File: config.mk
export PLATFORM = sky130hd
export DESIGN_NAME = nm_acum
export DESIGN_NICKNAME = d
export VERILOG_FILES = /design/src/rtl/nm_pkg.sv /design/src/rtl/nm_contador.sv /design/src/rtl/nm_acum.sv
export SDC_FILE = /design/constraint.sdc
export NUM_CORES = 1
export LEC_CHECK = 0
export ABC_CLOCK_PERIOD_IN_PS = 4510
export CAP_MARGIN = 20
export CORE_AREA = 2 2 59 61
export DETAILED_ROUTE_END_ITERATION = 12
export DIE_AREA = 0 0 61 63
export PLACE_DENSITY = 0.94
export SLEW_MARGIN = 10
export SYNTH_ARGS = -nofsm -noshare
export SYNTH_HDL_FRONTEND = slang
export SYNTH_SLANG_ARGS = --single-unit
File: constraint.sdc
create_clock -name CLK -period 4.51 [get_ports CLK]
set_input_delay 0.6765 -clock CLK [delete_from_list [all_inputs] [get_ports CLK]]
set_output_delay 0.6765 -clock CLK [all_outputs]
set_load 0.01 [all_outputs]
File: src/rtl/nm_pkg.sv
// Shared types and sizes for the nibble-winner accumulator.
package nm_pkg;
  localparam int NIB_W      = 4;
  localparam int ID_W       = 2;
  localparam int NUM_LANES  = 4;
  localparam int CNT_W      = 4;
  localparam int WINDOW_DEF = 8;

  typedef enum logic [1:0] {
    IDLE   = 2'd0,
    ACUM   = 2'd1,
    REPORT = 2'd2
  } state_e;
endpackage

File: src/rtl/nm_contador.sv
// Per-ID win counter: clear (optionally loading 1 when inc is also set) or increment.
module nm_contador
  import nm_pkg::*;
(
  input  logic             CLK,
  input  logic             RESET_L,
  input  logic             clr_i,
  input  logic             inc_i,
  output logic [CNT_W-1:0] cnt_o
);
  logic [CNT_W-1:0] cnt_q, cnt_d;
  logic [CNT_W-1:0] inc_v;

  assign inc_v = {{(CNT_W-1){1'b0}}, inc_i};

  always_comb begin
    cnt_d = cnt_q + inc_v;
    if (clr_i) cnt_d = inc_v;
  end

  always_ff @(posedge CLK or negedge RESET_L) begin
    if (!RESET_L) cnt_q <= '0;
    else          cnt_q <= cnt_d;
  end

  assign cnt_o = cnt_q;
endmodule

File: src/rtl/nm_acum.sv
// Collects WINDOW valid (nibble, id) samples, tracks the earliest maximum and
// per-ID win counts, then holds a report until the consumer accepts it.
module nm_acum
  import nm_pkg::*;
#(
  parameter int WINDOW = WINDOW_DEF
) (
  input  logic                         CLK,
  input  logic                         RESET_L,
  input  logic                         VALID_IN,
  input  logic [NIB_W-1:0]             NIBBLE_MAYOR,
  input  logic [ID_W-1:0]              ID_MAYOR,
  input  logic                         REPORT_READY,
  output logic                         REPORT_VALID,
  output logic [NIB_W-1:0]             REPORT_MAX,
  output logic [ID_W-1:0]              REPORT_ID,
  output logic [NUM_LANES*CNT_W-1:0]   WIN_COUNTS,
  output logic                         DROPPED
);
  localparam logic [CNT_W-1:0] WIN_L = CNT_W'(WINDOW);
  localparam logic [CNT_W-1:0] ONE   = CNT_W'(1);

  state_e           state_q;
  logic [CNT_W-1:0] sample_cnt_q;
  logic [NIB_W-1:0] max_q;
  logic [ID_W-1:0]  id_q;
  logic             dropped_q;

  logic                             hs;
  logic [NUM_LANES-1:0]             cnt_clr, cnt_inc;
  logic [NUM_LANES-1:0][CNT_W-1:0]  cnt;

  assign hs = (state_q == REPORT) && REPORT_READY;

  // First sample of a window reloads every counter; a handshake zeroes them.
  always_comb begin
    cnt_clr = '0;
    cnt_inc = '0;
    for (int l = 0; l < NUM_LANES; l++) begin
      cnt_clr[l] = ((state_q == IDLE) && VALID_IN) || hs;
      cnt_inc[l] = (state_q != REPORT) && VALID_IN && (ID_MAYOR == ID_W'(l));
    end
  end

  for (genvar l = 0; l < NUM_LANES; l++) begin : g_cnt
    nm_contador u_cnt (
      .CLK     (CLK),
      .RESET_L (RESET_L),
      .clr_i   (cnt_clr[l]),
      .inc_i   (cnt_inc[l]),
      .cnt_o   (cnt[l])
    );
  end

  always_ff @(posedge CLK or negedge RESET_L) begin
    if (!RESET_L) begin
      state_q      <= IDLE;
      sample_cnt_q <= '0;
      max_q        <= '0;
      id_q         <= '0;
      dropped_q    <= 1'b0;
    end else begin
      case (state_q)
        IDLE: if (VALID_IN) begin
          max_q        <= NIBBLE_MAYOR;
          id_q         <= ID_MAYOR;
          sample_cnt_q <= ONE;
          state_q      <= (WIN_L == ONE) ? REPORT : ACUM;
        end
        ACUM: if (VALID_IN) begin
          sample_cnt_q <= sample_cnt_q + ONE;
          // Strict compare keeps the earliest sample on ties.
          if (NIBBLE_MAYOR > max_q) begin
            max_q <= NIBBLE_MAYOR;
            id_q  <= ID_MAYOR;
          end
          if (sample_cnt_q + ONE == WIN_L) state_q <= REPORT;
        end
        REPORT: begin
          if (VALID_IN) dropped_q <= 1'b1;
          if (REPORT_READY) begin
            state_q      <= IDLE;
            sample_cnt_q <= '0;
            max_q        <= '0;
            id_q         <= '0;
          end
        end
        default: state_q <= IDLE;
      endcase
    end
  end

  assign REPORT_VALID = (state_q == REPORT);
  assign REPORT_MAX   = REPORT_VALID ? max_q : '0;
  assign REPORT_ID    = REPORT_VALID ? id_q  : '0;
  assign WIN_COUNTS   = REPORT_VALID ? cnt   : '0;
  assign DROPPED      = dropped_q;
endmodule

-- Word-level counts from Yosys, hierarchy flattened
Cells that the tools add are included.
- add/subtract/negate cells: 5
- $lt $le $gt $ge: 1
- equality and inequality tests: 12
- multiplexer cells: 24
- reductions and logical operators: 15
- operator list (cell ; number):
    2-to-1 mux 4 bit ; 11
    case mux 4 bit (3 select lines) ; 2
    adder 4 x 1 -> 4 bit ; 4
    2-to-1 mux 16 bit ; 1
    2-to-1 mux 2 bit ; 8
    inequality test 2 bit (second input constant) ; 6
    case mux 2 bit (3 select lines) ; 2
    AND reduction 4 bit ; 2
    logical AND 1 bit ; 7
    equality test 2 bit (second input constant) ; 3
    AND reduction 5 bit ; 1
    adder 4 x 1 -> 4 bit (second input constant) ; 1
    equality test 2 x 1 -> 1 bit (second input constant) ; 2
    equality test 4 bit (second input constant) ; 1
    > comparator 4 bit ; 1
    zero test 2 bit ; 2
    nonzero test 3 bit ; 1
    AND reduction 2 bit ; 1
    logical OR 1 bit ; 1
- flip-flop bits (word level): 29
- input bits: 10
- output and inout port bits: 24
- logic and storage cells: 66

-- Logic depth before layout (Yosys ltp)
Gate-level depths: netlist of the first run.
- depth in word-level cells: 5
- mapped depth: 10
- depth with buffers taken out: 9

-- Hierarchy
From an unflattened synthesis of the first run, not the netlist that was laid out.
- cell total of the unflattened synthesis: 169
- area, all modules: 1805.5 sq um
- by module, submodules not included (module ; instances ; cells each ; area an instance (sq um) ; sequential area each (sq um)):
    nm_acum ; 1 ; 113 ; 1044.8 ; 325.3
    nm_contador ; 4 ; 14 ; 190.2 ; 100.1

-- Worst setup path before layout of the first run
Ideal clock, no wire load.
- path type: input to register
- start point: in NIBBLE_MAYOR[2]
- end point: reg id_q[0]
- setup time: 0.125 ns
- arrival: 1.996 ns
- required time: 4.385 ns
- setup slack: 2.390 ns
- cell stages on the path: 5
- path buffers: 0
- cell sequence: ha_1 > o21ai_0 > a21oi_1 > o311ai_2 > mux2_2
- cells in the longest elaborated chain, start to end: 3
- ends and longest elaborated chain (element ; line ; RTL):
    start, declared ; nm_acum.sv:11 ; input logic [NIB_W-1:0] NIBBLE_MAYOR,
    > comparator 4 bit ; nm_acum.sv:73 ; if (NIBBLE_MAYOR > max_q) begin
    inequality test 2 bit (no source line) ; - ;
    AND reduction 5 bit (no source line) ; - ;
    end signal, assigned ; nm_acum.sv:66 ; id_q <= ID_MAYOR;
    end signal, assigned ; nm_acum.sv:75 ; id_q <= ID_MAYOR;
    end signal, assigned ; nm_acum.sv:85 ; id_q <= '0;
    end, declared ; nm_acum.sv:26 ; logic [ID_W-1:0] id_q;
No other way between the ends.
A chain may end at the register's enable or synchronous reset.

-- Final worst setup path of the first run
- start point: reg state_q[0]
- end point: out REPORT_MAX[3]
- cells in the longest elaborated chain, start to end: 2
- ends and longest elaborated chain (element ; line ; RTL):
    start, declared ; nm_acum.sv:23 ; state_e state_q;
    start signal, assigned ; nm_acum.sv:68 ; state_q <= (WIN_L == ONE) ? REPORT : ACUM;
    equality test 2 bit ; nm_acum.sv:93 ; assign REPORT_VALID = (state_q == REPORT);
    2-to-1 mux 4 bit ; nm_acum.sv:94 ; assign REPORT_MAX = REPORT_VALID ? max_q : '0;
    end, declared ; nm_acum.sv:15 ; output logic [NIB_W-1:0] REPORT_MAX,
No other way between the ends.

==> reports/qor.yml, run 1 <==
drtIter0Drc: 48
vdd_drop_max_v: 0.000301
period_share: 0.723
cts_tree: "yes"
synth_edf_count: 0
grt.overflow.total: 0
whs_path_depth: 1
switching_share: 0.378
register_area_sq_um: 726
synth.area.top_cells: "dfrtp_1 42%, ha_1 13%, and2_1 8.4%"
powerDensity_mw_per_mm2: 495
switchingPower_mw: 0.400
min_from: "DROPPED"
synth_ff_type: "dfrtp_1"
post_cts_buffers: 0
finalSetupViolCount: 0
io_pins: 34
die-area_sq_mm: 0.00384
core_area_sq_mm: 0.00323
final_nets: 232
final_core_util: 0.663
drv_slew: 0
cp.required_ns: 3.83
maxCapViolCount: 0
place_congestion: 0.795
rows: 21
cts_root_buffer: "clkbuf_4"
cp_max_fo: 31
tns_ns: 0
cts-resized-gates: 0
fillers: 277
synthMuxAreaShare: 0.0692
synth_compound_area_frac: 0.0773
p_clk_frac: 0.175
min_to: "DROPPED"
intPower_mw: 0.660
rsz0062_at_grt: "false"
fmax_mhz: 307
start_util: 0.531
yosys.area_share.simple: 0.214
synth_warnings: 0
avgSynthCellArea_sq_um: 10.2
synth.top_cell.area_share: 0.423
drc: 0
synth_cells: 169
area_growth_pct: 24.9
wirelength_um: 3080
multi_input_area_sq_um: 922
dp_hpwl_um: 2250
grt_use_total: 0.186
drt-pass1-iter-count: 4
crit_type: "flop to output port"
crit_path_end_kind: "output port"
hold_buffers: 0
reg2reg_depth: 8
grt_pass1_wl_um: 5230
layout-drive-gt1-share: 0.0878
r2r_start: "state_q[0]"
vias: 1268
clock_sinks: 29
synth_top_area_cell: "dfrtp_1"
finalClockSkew_ns: 0.0100
ys_ff_latch: 29
synth_area_sq_mm: 0.00172
synth.distinct_cells: 31
cts.path.max_buffers: 2
grt_pass1_vias: 1246
relSlewSlack: 0.433
synth_top_family_by_area: "simple AND/OR/NAND/NOR gates"
hold_class: "flop to flop"
synthAdderAreaFrac: 0.131
htreeDepth: 2
outcome: "complete, no violations"
start_kind: "flop"
wire_per_inst_um: 12.3
ant_nets: 0
io_buffers: 33
synth_xor_area_frac: 0.0459
postSynthNetCount: 197
clkTransAtPathRegs_ns: 0.09
ys_top_cells_by_count: "29 x dfrtp_1, 23 x and2_1, 18 x ha_1"
diodes: 0
final-hold-violation-count: 0
pwr-share-comb: 0.469
p_leak_nw: 1.03
synth.most_common_cell: "dfrtp_1"
p_seq_frac: 0.356
crit_arrival_ns: 2.58
die_h_um: 63
ys_seq_area_frac: 0.423
fin_crit_ns: 3.26
r2r_slack_ns: 2.06
tightestPinTransition_ns: 0.850
worstSkewPairLatency_ns: 0.35
r2r-end: "g_cnt[3].u_cnt.cnt_o[2]"
numCtsBuffers: 5
die_w_um: 61
synth-async-reset-ratio: 1.00
grt_start_max_net_pins: 32
via_per_inst: 5.05
antenna_found_initial: 0
worst max path at each step:
stage | from | end | slack [ns]
after floorplan | NIBBLE_MAYOR[2] | id_q[0] | 2.39
after global placement | state_q[0] | REPORT_MAX[1] | 1.70
after detailed placement | state_q[0] | REPORT_MAX[1] | 1.64
after CTS | state_q[0] | REPORT_MAX[3] | 1.24
after global routing | state_q[0] | REPORT_MAX[3] | 1.02
final | state_q[0] | REPORT_MAX[3] | 1.25
cells in the final DEF, fill, tap and decap left out, types with 2 or more instances in the layout:
cell / synthesis / layout
clkdlybuf4s50_1: 0 / 33
dfrtp_1: 29 / 29
and2_1: 23 / 23
ha_1: 18 / 18
nor2_1: 17 / 17
nand2_1: 11 / 11
inv_1: 8 / 8
mux2_2: 7 / 7
nand3_1: 7 / 7
nor2b_1: 5 / 5
xor2_1: 5 / 5
o21ai_0: 5 / 5
clkbuf_4: 0 / 5
xnor2_1: 4 / 4
mux2i_1: 4 / 4
o31ai_1: 3 / 3
and3_1: 2 / 2
a21oi_1: 2 / 2
nor3_1: 2 / 2
clkbuf_8: 0 / 2
critical path: stages (launching register included):
cell,delay [ns]
dfrtp_1,0.44
inv_1,0.10
ha_1,0.72
inv_1,0.27
nor2_1,0.17
clkdlybuf4s50_1,0.54
metal layers:
| layer | vias up | GRT usage | share of wire |
|---|---|---|---|
| li1 | 638 | - | - |
| met1 | 586 | 0.220 | 0.44 |
| met2 | 36 | 0.300 | 0.49 |
| met3 | 8 | 0.0476 | 0.052 |
| met4 | 0 | 0.0978 | 0.025 |
| met5 | - | 0 | 0 |
cells by family (layout without fill, tap and decap cells):
logic type | Yosys count | in the layout
buffers and inverters | 14 | 50
flip-flops | 29 | 29
adder cells (fa/ha/maj) | 18 | 18
multiplexers | 11 | 11
AO/OA/AOI/OAI | 17 | 17
XOR/XNOR | 9 | 9
AND/OR/NAND/NOR | 71 | 71
cell type report:
type                            instances  share of cell area
Clock inverter                          1             0.00234
Inverter                                8              0.0140
Multi-Input combinational cell        126               0.430
Tap cell                               46              0.0269
Clock buffer                            7              0.0304
Sequential cell                        29               0.339
Timing Repair Buffer                   34               0.158
stage by stage:
stage / setup slack [ns] / cell area [sq um] / hold slack (ns) / cells / power [mW]
6_report: 1.25 / 2140 / 0.468 / 251 / 1.06
5_1_grt: 1.02 / 2140 / 0.509 / 251 / 1.15
2_1_floorplan: 2.39 / 1720 / 0.381 / 169 / 0.759
3_3_place_gp: 1.70 / 2070 / 0.447 / 243 / 0.863
3_5_place_dp: 1.64 / 2070 / 0.456 / 243 / 0.884
4_1_cts: 1.24 / 2140 / 0.477 / 251 / 1.07
state kept, by name, indices dropped and copies added (netlist names):
signal             flops
DROPPED                1
g_cnt.u_cnt.cnt_o     16
id_q                   2
max_q                  4
sample_cnt_q           4
state_q                2
power groups by stage:
stage          sequential, mW  clock, mW  combinational [mW]
6_report                0.377      0.185               0.497
5_1_grt                 0.387      0.199               0.561
4_1_cts                 0.379      0.190               0.503
3_5_place_dp            0.383          0               0.500
3_3_place_gp            0.378          0               0.485
2_1_floorplan           0.372          0               0.387
Note: power is estimated with default switching activity, not from simulation.
==> run 2: changes to the inputs <==
- ABC_CLOCK_PERIOD_IN_PS: 4510 -> 3300
- CORE_AREA: 2 2 59 61 -> 2 2 62 64
- DIE_AREA: 0 0 61 63 -> 0 0 64 66
- PLACE_DENSITY: 0.94 -> 0.87
- clock period: 4.51 -> 3.3 ns (I/O delays scaled with it)
==> run 2 against run 1 <==
Critical path depth stayed put; highest routed layer unchanged; non-clock buffer count grew 2; wire length decreased by 1.1%; worst hold slack better by 0.036 ns; sequential share of layout area is 0.27 points lower; clock-buffer cell count did not move; register-to-register slack got worse by 0.94 ns.
==> reports/qor.yml, run 2 (same netlist as run 1, synthesis figures left out) <==
rows: 22
p_seq_frac: 0.354
cts-resized-gates: 0
vias: 1295
rsz0062_at_grt: "false"
grt_start_max_net_pins: 30
worstSkewPairLatency_ns: 0.32
finalSetupViolCount: 0
powerDensity_mw_per_mm2: 675
htreeDepth: 2
io_pins: 34
tightestPinTransition_ns: 0.649
cp.required_ns: 2.80
antenna_found_initial: 0
hold_buffers: 0
final_nets: 234
vdd_drop_max_v: 0.000434
p_clk_frac: 0.167
grt_use_total: 0.169
drt-pass1-iter-count: 4
area_growth_pct: 25.9
clock_sinks: 29
period_share: 0.844
cts_root_buffer: "clkbuf_4"
drtIter0Drc: 60
maxCapViolCount: 0
final_cell_mix: "33 x clkdlybuf4s50_1, 29 x dfrtp_1, 23 x and2_1, 18 x ha_1, 17 x nor2_1"
switching_share: 0.375
hold_class: "flop to flop"
io_buffers: 33
numCtsBuffers: 5
ant_nets: 0
clkTransAtPathRegs_ns: 0.09
outcome: "complete, no violations"
fmax_mhz: 359
final_common_cell: "clkdlybuf4s50_1"
cts_tree: "yes"
final-hold-violation-count: 0
wire_per_inst_um: 12.0
cts.path.max_buffers: 2
largest_register_ffs: 16
via_per_inst: 5.08
die-area_sq_mm: 0.00422
crit_type: "flop to output port"
wirelength_um: 3050
start_util: 0.483
diodes: 0
die_h_um: 66
design_power_total_mw: 1.46
switchingPower_mw: 0.548
grt_pass1_wl_um: 5450
fin_crit_ns: 2.79
post_cts_buffers: 0
fillers: 280
crit_path_end_kind: "output port"
drc: 0
place_congestion: 0.809
pwr-share-comb: 0.479
tns_ns: 0
core_area_sq_mm: 0.00355
die_w_um: 64
cp_max_fo: 18
grt_pass1_vias: 1248
finalClockSkew_ns: 0.00251
dp_hpwl_um: 2280
p_leak_nw: 1.04
intPower_mw: 0.912
layout-drive-gt1-share: 0.0966
grt.overflow.total: 0
relSlewSlack: 0.567
crit_arrival_ns: 2.29
start_kind: "flop"
drv_slew: 0
[run 2: changes by cell type in the layout (fill, tap and decap cells not counted)]
cell	before	now
buf_4	1	3
[run 2: through the flow]
stage                     cell area [sq um]  hold slack (ns)   util  std cells  setup WS, ns
after floorplan                        1720            0.199      -        169          1.35
after global placement                 2090            0.465  0.589        247         0.832
after detailed placement               2090            0.479  0.589        247         0.751
after CTS                              2160            0.500  0.609        255         0.485
after global routing                   2160            0.512  0.609        255         0.241
final                                  2160            0.504  0.609        255         0.515
[run 2: worst paths after layout]
| check | cells past startpoint | endpoint | slack, ns | startpoint |
|---|---|---|---|---|
| hold reg to reg | 1 | DROPPED | 0.50 | DROPPED |
| setup / recovery | 5 | REPORT_MAX[3] | 0.51 | state_q[0] |
| min in group asynchronous | 2 | g_cnt[1].u_cnt.cnt_o[3] | 0.55 | RESET_L |
| hold / removal | 1 | DROPPED | 0.50 | DROPPED |
| max in group asynchronous | 2 | g_cnt[0].u_cnt.cnt_o[3] | 2.48 | RESET_L |
| setup reg to reg | 8 | g_cnt[3].u_cnt.cnt_o[2] | 1.12 | state_q[0] |
[run 2: per-layer routing]
metal / up-vias / global-route usage / routed length (um)
met5: - / 0 / 0
met4: 0 / 0.0815 / 44
met3: 6 / 0.0341 / 163
met2: 38 / 0.284 / 1470
met1: 615 / 0.208 / 1370
li1: 636 / - / -
[run 2: final cells by class]
| cell class | instances | area (sq um) | share of cell area |
|---|---|---|---|
| Tap cell | 48 | 60.1 | 0.0278 |
| Timing Repair Buffer | 36 | 353 | 0.163 |
| Clock buffer | 7 | 65.1 | 0.0301 |
| Inverter | 8 | 30.0 | 0.0139 |
| Clock inverter | 1 | 5.00 | 0.00232 |
| Sequential cell | 29 | 726 | 0.336 |
| Multi-Input combinational cell | 126 | 922 | 0.427 |
[run 2: power groups by stage]
stage | clock network (mW) | logic, mW | registers [mW]
after floorplan | 0 | 0.529 | 0.508
after global routing | 0.270 | 0.785 | 0.530
after global placement | 0 | 0.685 | 0.519
after detailed placement | 0 | 0.701 | 0.523
final | 0.244 | 0.699 | 0.516
after CTS | 0.252 | 0.707 | 0.517
[run 2: worst max-delay path, cell delays in order (launching register included)]
cell	delay, ns
dfrtp_1	0.44
inv_1	0.10
ha_1	0.51
inv_1	0.22
nor2_1	0.15
clkdlybuf4s50_1	0.54
